[config.mk]
export PLATFORM = sky130hd
export DESIGN_NAME = fft_bitrev_load
export DESIGN_NICKNAME = d
export VERILOG_FILES = /design/src/rtl/fft_bitrev_load.sv
export SDC_FILE = /design/constraint.sdc
export NUM_CORES = 1
export LEC_CHECK = 0
export BUFFER_PORTS_ARGS = -buffer_cell sky130_fd_sc_hd__buf_2
export CORE_MARGIN = 2
export CORE_UTILIZATION = 48
export CTS_BUF_LIST = sky130_fd_sc_hd__clkbuf_8
export CTS_CLUSTER_DIAMETER = 30
export DETAILED_ROUTE_END_ITERATION = 8
export PLACE_DENSITY = 0.81
export SYNTH_ARGS = -nofsm -noshare
export SYNTH_HDL_FRONTEND = slang
export SYNTH_SLANG_ARGS = --single-unit
[constraint.sdc]
create_clock -name ap_clk -period 1.6 [get_ports ap_clk]
set_input_delay 0.08 -clock ap_clk [delete_from_list [all_inputs] [get_ports ap_clk]]
set_output_delay 0.08 -clock ap_clk [all_outputs]
set_load 0.02 [all_outputs]
[src/rtl/fft_bitrev_load.sv]
// Purpose  : loads one frame of N complex samples into the X_R/X_I ping-pong buffer at bit-reversed addresses.
// Latency  : each accepted sample is written exactly one cycle after it is accepted; ap_done comes in the cycle of the final write.
// Backpres.: in_ready is high only while loading, so a stalled producer only delays the frame; ap_done holds until ap_continue.
//
// Ports:
//   ap_clk, ap_rst_n                        clock, async active-low reset
//   ap_start/ap_done/ap_continue/
//   ap_idle/ap_ready                        block-level handshake shared with the butterfly stages
//   in_valid/in_ready/in_real/in_imag/
//   in_last                                 sample stream; in_last marks the producer's final sample
//   Out_R_*, Out_I_*                        write port (address/ce/we/data) into the real and imaginary buffers
//   last_err                                sticky: in_last did not coincide with sample N-1 in the last frame
module fft_bitrev_load #(
    parameter int DATA_W = 32,
    parameter int LOG2N  = 10,
    parameter int N      = 1024
) (
    input  logic              ap_clk,
    input  logic              ap_rst_n,
    input  logic              ap_start,
    output logic              ap_done,
    input  logic              ap_continue,
    output logic              ap_idle,
    output logic              ap_ready,
    input  logic              in_valid,
    output logic              in_ready,
    input  logic [DATA_W-1:0] in_real,
    input  logic [DATA_W-1:0] in_imag,
    input  logic              in_last,
    output logic [LOG2N-1:0]  Out_R_address0,
    output logic              Out_R_ce0,
    output logic              Out_R_we0,
    output logic [DATA_W-1:0] Out_R_d0,
    output logic [LOG2N-1:0]  Out_I_address0,
    output logic              Out_I_ce0,
    output logic              Out_I_we0,
    output logic [DATA_W-1:0] Out_I_d0,
    output logic              last_err
);

    typedef enum logic [1:0] {
        S_IDLE  = 2'd0,
        S_LOAD  = 2'd1,
        S_FLUSH = 2'd2
    } state_t;

    localparam logic [LOG2N-1:0] LAST_IDX = LOG2N'(N - 1);

    state_t              state_q, state_d;
    logic [LOG2N-1:0]    cnt_q, cnt_d;
    logic [LOG2N-1:0]    cnt_rev;
    logic                done_reg_q, done_reg_d;
    logic                last_err_q, last_err_d;
    // Write stage: one register slice between the stream and the buffer port.
    logic                wvld_q, wvld_d;
    logic [LOG2N-1:0]    wa_q, wa_d;
    logic [DATA_W-1:0]   wr_q, wr_d;
    logic [DATA_W-1:0]   wi_q, wi_d;
    logic                done_pulse;

    // Bit i of the sample index lands on bit LOG2N-1-i of the buffer address.
    always_comb begin
        cnt_rev = '0;
        for (int i = 0; i < LOG2N; i++) begin
            cnt_rev[LOG2N-1-i] = cnt_q[i];
        end
    end

    always_ff @(posedge ap_clk or negedge ap_rst_n) begin
        if (!ap_rst_n) begin
            state_q    <= S_IDLE;
            cnt_q      <= '0;
            done_reg_q <= 1'b0;
            last_err_q <= 1'b0;
            wvld_q     <= 1'b0;
            wa_q       <= '0;
            wr_q       <= '0;
            wi_q       <= '0;
        end else begin
            state_q    <= state_d;
            cnt_q      <= cnt_d;
            done_reg_q <= done_reg_d;
            last_err_q <= last_err_d;
            wvld_q     <= wvld_d;
            wa_q       <= wa_d;
            wr_q       <= wr_d;
            wi_q       <= wi_d;
        end
    end

    always_comb begin
        state_d    = state_q;
        cnt_d      = cnt_q;
        done_reg_d = done_reg_q;
        last_err_d = last_err_q;
        wvld_d     = 1'b0;
        wa_d       = wa_q;
        wr_d       = wr_q;
        wi_d       = wi_q;
        in_ready   = 1'b0;
        done_pulse = 1'b0;

        if (ap_continue) begin
            done_reg_d = 1'b0;
        end

        case (state_q)
            S_IDLE: begin
                // An unacknowledged done blocks the next frame so the buffer is not overwritten.
                if (ap_start && !done_reg_q) begin
                    state_d    = S_LOAD;
                    cnt_d      = '0;
                    last_err_d = 1'b0;
                end
            end
            S_LOAD: begin
                in_ready = 1'b1;
                if (in_valid) begin
                    wvld_d = 1'b1;
                    wa_d   = cnt_rev;
                    wr_d   = in_real;
                    wi_d   = in_imag;
                    cnt_d  = cnt_q + 1'b1;
                    if (cnt_q == LAST_IDX) begin
                        state_d = S_FLUSH;
                        if (!in_last) begin
                            last_err_d = 1'b1;
                        end
                    end else if (in_last) begin
                        // Short frame: unwritten addresses keep their previous contents.
                        last_err_d = 1'b1;
                        state_d    = S_FLUSH;
                    end
                end
            end
            S_FLUSH: begin
                // The final write is on the buffer port during this cycle.
                done_pulse = 1'b1;
                done_reg_d = !ap_continue;
                state_d    = S_IDLE;
            end
            default: begin
                state_d = S_IDLE;
            end
        endcase
    end

    assign ap_done  = done_pulse | done_reg_q;
    assign ap_ready = done_pulse;
    assign ap_idle  = (state_q == S_IDLE) && !ap_start;
    assign last_err = last_err_q;

    assign Out_R_address0 = wa_q;
    assign Out_R_ce0      = wvld_q;
    assign Out_R_we0      = wvld_q;
    assign Out_R_d0       = wr_q;
    assign Out_I_address0 = wa_q;
    assign Out_I_ce0      = wvld_q;
    assign Out_I_we0      = wvld_q;
    assign Out_I_d0       = wi_q;

endmodule

* Yosys cells after proc, flatten, opt, wreduce, memory -nomap -nowiden
Cells that the tools add are included.
Word-level totals: register bits after elaboration 89, input port bits 70, output and inout bits 93, logic and storage cells 49
Operators by class: add/subtract/negate cells 1, equality and inequality tests 7, multiplexer cells 20, bitwise logic cells 1, reduce and logical (&&, ||, !) cells 12
Operators by type and width (number):
- $mux 10 | 2
- $pmux 10 s2 | 1
- $mux 1 | 11
- $add 10x1->10 const B | 1
- $eq 10x10->1 const B | 1
- $mux 2 | 4
- $ne 3x3->1 const B | 2
- $reduce_and 3->1 | 2
- $reduce_and 5->1 | 1
- $ne 2x2->1 const B | 2
- $pmux 2 s2 | 1
- $reduce_bool 2->1 | 2
- $logic_not 1->1 | 3
- $eq 2x1->1 const B | 1
- $eq 2x2->1 const B | 1
- $logic_and 1x1->1 | 2
- $logic_not 2->1 | 1
- $pmux 1 s2 | 1
- $reduce_and 2->1 | 1
- $or 1x1->1 | 1

* Logic depth before layout (Yosys ltp)
depth in word-level cells 4, depth in mapped cells 6, mapped depth without buffers 5

* Worst setup path before layout
OpenSTA, ideal clock, no wires.
path type reg-to-reg, start register cnt_q[0], end register state_q[0], library setup time 0.118 ns, arrival 1.272 ns, required time 1.482 ns, slack 0.210 ns, cell stages (with the launch flop) 6, buffers on the path 0, period minus slack after synthesis 1.390 ns, path through dfrtp_1 -> ha_1 -> nand3_1 -> nor3_2 -> o21ai_0 -> a21o_1
On the way: word-level cells in the longest chain between the ends 4, elaborated cells between the ends (all ways) 6, those cells by class eq/ne (2); mux (3); reduce/logical (1)
RTL lines:
- from (decl) | line 50 | logic [LOG2N-1:0] cnt_q, cnt_d;
- from (signal assigned) | line 81 | cnt_q <= cnt_d;
- $eq 10x10->1 * | line 124 | if (cnt_q == LAST_IDX) begin
- $mux 2 | line 124
- $mux 2 | line 118 | if (in_valid) begin
- $pmux 2 s2 | line 107 | case (state_q)
- to (signal assigned) | line 80 | state_q <= state_d;
- to (decl) | line 49 | state_t state_q, state_d;
Every way passes the cells marked *; elsewhere a longest branch is shown, timed or not. The select of a mux whose other input is x is not followed. A chain may end at the register's enable or synchronous reset.

* Worst setup path in the final report
start register state_q[1], end output port ap_done
On the way: word-level cells in the longest chain between the ends 3
RTL lines:
- $eq 2x2->1 | line 107
- $mux 1 | line 107
- $or 1x1->1 | line 148 | assign ap_done = done_pulse | done_reg_q;
- to (decl) | line 21 | output logic ap_done,
Every way passes these cells.

==> results by group <==
Status
  – Outcome: finished, final reports clean

Timing
  – Period utilization: about 90%
  – Fin crit period: around 1.5 ns
  – Worst Tran Pin Value: 0.451 ns
  – Final setup margin: between 0.1 and 0.15 ns
  – Unrepaired setup endpoints after global routing: false
  – Final Skew: 0.00915 ns
  – FMAX: about 700 MHz
  – Setup TNS: 0 ns
  – Max-slew headroom: 70.0%
  – Final setup violation count: 0
  – Final Hold Fails: 0
  – Final Max Slew Viols: 0

Worst setup path
  – Max incr delay on CP: about 0.43 ns
  – Crit Path Class: flop to output pin
  – WP buf/inv: 1
  – FF-to-FF Start: state_q[0]$_DFFE_PN0P_
  – FF-to-FF End: cnt_q[5]$_DFFE_PN0P_
  – Largest fanout on the critical path: 6
  – Critical Path Source Type: flop
  – Required @ worst endpoint: between 1.5 and 2 ns
  – Worst path cell trace: nor2b_1 > or2_2 > buf_2
  – FF-to-FF path depth: 4
  – CP max stage cell: dfrtp_1
  – Register-to-register setup slack: 0.15 ns
  – Worst Setup End Kind: output pin
  – Arr. time, crit path: between 1 and 1.5 ns
  – CP top delay family: simple AND/OR/NAND/NOR gates

Placement
  – HPWL after DPL: just under 6000 µm
  – Post-Place Setup Slack: about 0.12 ns
  – IO buf count: approximately 160
  – Gpl congestion: 0.827

Die
  – Die width: slightly above 90 µm
  – Rows: 31
  – Total die area: between 8000 and 9000 µm²
  – Die Y: 90.7 µm
  – Initial core utilization: 49.8%
  – Core ar.: 7250 µm²
  – Top Ports: 163

Synth
  – Syn nets: 467
  – Synthesized cell area: around 3600 µm²
  – Yosys reg bits: 89
  – Seq/Total Area, Yosys: 61.7%
  – Syn_area_per_cell: slightly above 9 µm²
  – Gate Count Post-Synth: 396
  – Synth Flop Type: dfrtp_1
  – Yosys Warn Count: 0
  – Async set or reset register ratio after synthesis: 100%
  – Post-synth EDFFs: 0
  – Yosys cell types: 32

Routing
  – Vias per Instance: 4.78
  – Routed WL per cell: 13.4 µm
  – Initial DRC Count: between 150 and 200
  – Drt drc: 0
  – Initial DRT Pass Iterations: 4
  – Final WL: about 9700 µm
  – Total number of vias: 3444
  – Post-DRT Antenna Nets: 0

Final layout
  – Synthesis-to-finish area growth: 48.0%
  – Seq. cell area: about 2200 µm²
  – Fillers: approximately 540
  – Fin nets: between 600 and 700
  – Fin util: 73.7%
  – Multi-input logic area: approximately 1200 µm²
  – Share of layout cells above drive strength 1: a little under a third

Pwr
  – P_leak: a little over 3 nW
  – VDD IR max: between 0.9 and 1 mV
  – Final Total Pwr: 8.89 mW
  – Pwr per Cell Area: between 1500 and 2000 nW/µm²

Min path
  – WHS Path Cells: 3
  – Hold Path Origin: in_valid
  – Hold EP: state_q[0]$_DFFE_PN0P_
  – Worst min path class: input pin to flop

Clocking
  – Root buffer cell: clkbuf_8
  – Total CTS buffers: 9
  – Clock sinks: around 90
  – Setup bufs post-CTS: 0
  – CTS H-tree depth: 3
  – CTS tree: done
  – Clk Latency, worst-skew pair: around 0.35 ns
  – Max Root-Sink Buffers: 2
  – CTS clk-pin slew, worst paths: 0.08 ns

Global route
  – Total global routing overflow: 0
  – Aggregate global-route resource usage: roughly a quarter
  – Global-route wire length before repair: 15800 µm
  – Vias in the first global route: 3427
  – Largest net degree at the start of global routing: 40
  – Initial antenna violation count: 0

Job
  – Maxcap violations: 0
cell families (layout without fill, tap and decap cells):
family / after synthesis / count (layout) / synth area share [%]
and+or+nand+nor: 253 / 253 / 28.7
DFF: 89 / 89 / 61.7
buffers and inverters: 35 / 259 / 5.41
AOI/OAI and AO/OA: 10 / 10 / 1.84
xor gates and xnor gates: 7 / 7 / 1.70
adders and majority gates: 1 / 1 / 0.346
muxes: 1 / 1 / 0.312
other: 0 / 1 / 0
cells in the final DEF, fill, tap and decap left out, drive strengths merged, types with 2 or more instances in the layout:
master	netlist	routed
nand2	223	223
buf	20	172
dfrtp	89	89
dlygate4sd3	0	67
nor2	9	9
clkbuf	11	9
xnor2	5	5
nor3	5	5
inv	4	5
nor2b	3	3
o21ai	3	3
clkinv	0	3
clkinvlp	0	3
nand3	3	3
nand4	2	2
xor2	2	2
nor4	2	2
a21oi	2	2
routing by layer:
layer	global-route usage [%]	wire, µm	vias up
li1	-	-	1648
met1	28.1	3860	1641
met2	42.5	5040	133
met3	4.92	546	22
met4	10.4	231	0
met5	0	0	-
how the worst max path moves through the flow:
stage | startpoint | end | slack, ns | depth (start not counted)
3_3_place_gp | cnt_q[0]$_DFFE_PN0P_ | state_q[0]$_DFFE_PN0P_ | 0.17 | 5
5_1_grt | state_q[0]$_DFFE_PN0P_ | cnt_q[5]$_DFFE_PN0P_ | 0.04 | 4
6_report | state_q[1]$_DFFE_PN0P_ | ap_done | 0.13 | 3
3_5_place_dp | cnt_q[1]$_DFFE_PN0P_ | state_q[0]$_DFFE_PN0P_ | 0.12 | 5
2_1_floorplan | cnt_q[0]$_DFFE_PN0P_ | state_q[0]$_DFFE_PN0P_ | 0.21 | 5
4_1_cts | cnt_q[1]$_DFFE_PN0P_ | state_q[0]$_DFFE_PN0P_ | 0.1 | 5
timing repair:
item,4_1_cts,5_1_grt
endpoints found under the hold margin,97,0
hold buffers,67,0
endpoints found under the setup margin,0,1
gates resized for setup,0,2
registers in the layout, summed over array words and instances, names as in the netlist:
| register | flops |
|---|---|
| Out_I_address0 | 10 |
| cnt_q | 10 |
| state_q | 2 |
| last_err | 1 |
| done_reg_q | 1 |
| Out_I_d0 | 32 |
| Out_R_d0 | 32 |
| Out_I_ce0 | 1 |
worst min-delay path: cells and delay by family:
family / cells / cell delay, ns
buf+inv: 1 / 0.13
compound gates: 2 / 0.19
through the flow:
| step | std cells | area [µm²] | hold slack [ns] |
|---|---|---|---|
| CTS | 719 | 5330 | 0.0797 |
| floorplan | 396 | 3610 | -0.216 |
| detailed placement | 636 | 4490 | 0.0588 |
| global placement | 636 | 4490 | 0.0472 |
| finish | 720 | 5340 | 0.0876 |
| global route | 719 | 5340 | 0.0992 |
layout make-up:
| type | instances | area share [%] |
|---|---|---|
| antenna | 1 | 0.0468 |
| multi-input combinational | 272 | 22.6 |
| clock buffer | 9 | 2.32 |
| tap | 99 | 2.32 |
| inverter | 4 | 0.281 |
| sequential | 89 | 41.7 |
| clock inverter | 7 | 0.866 |
| timing repair buffer | 239 | 29.9 |
synthesized netlist by cell type (2+ instances only):
cell type	instances	area (µm²)
a21oi_1	2	10.0
buf_2	6	30.0
buf_4	13	97.6
clkbuf_1	11	41.3
dfrtp_1	89	2230
inv_1	3	11.3
nand2_1	223	837
nand3_1	3	15.0
nand4_1	2	12.5
nor2_1	9	33.8
nor2b_1	3	18.8
nor3_1	4	20.0
nor4_4	2	42.5
o21ai_0	3	15.0
xnor2_1	5	43.8
xor2_1	2	17.5
report_power, final:
part	leakage (nW)	switching, mW	total (mW)	internal [mW]
logic	1.84	2.57	3.93	1.36
clock network	0.0814	0.783	1.34	0.560
registers	1.13	0.509	3.62	3.11
total	3.06	3.86	8.89	5.03
No activity file was read; power rests on OpenSTA's default activity.
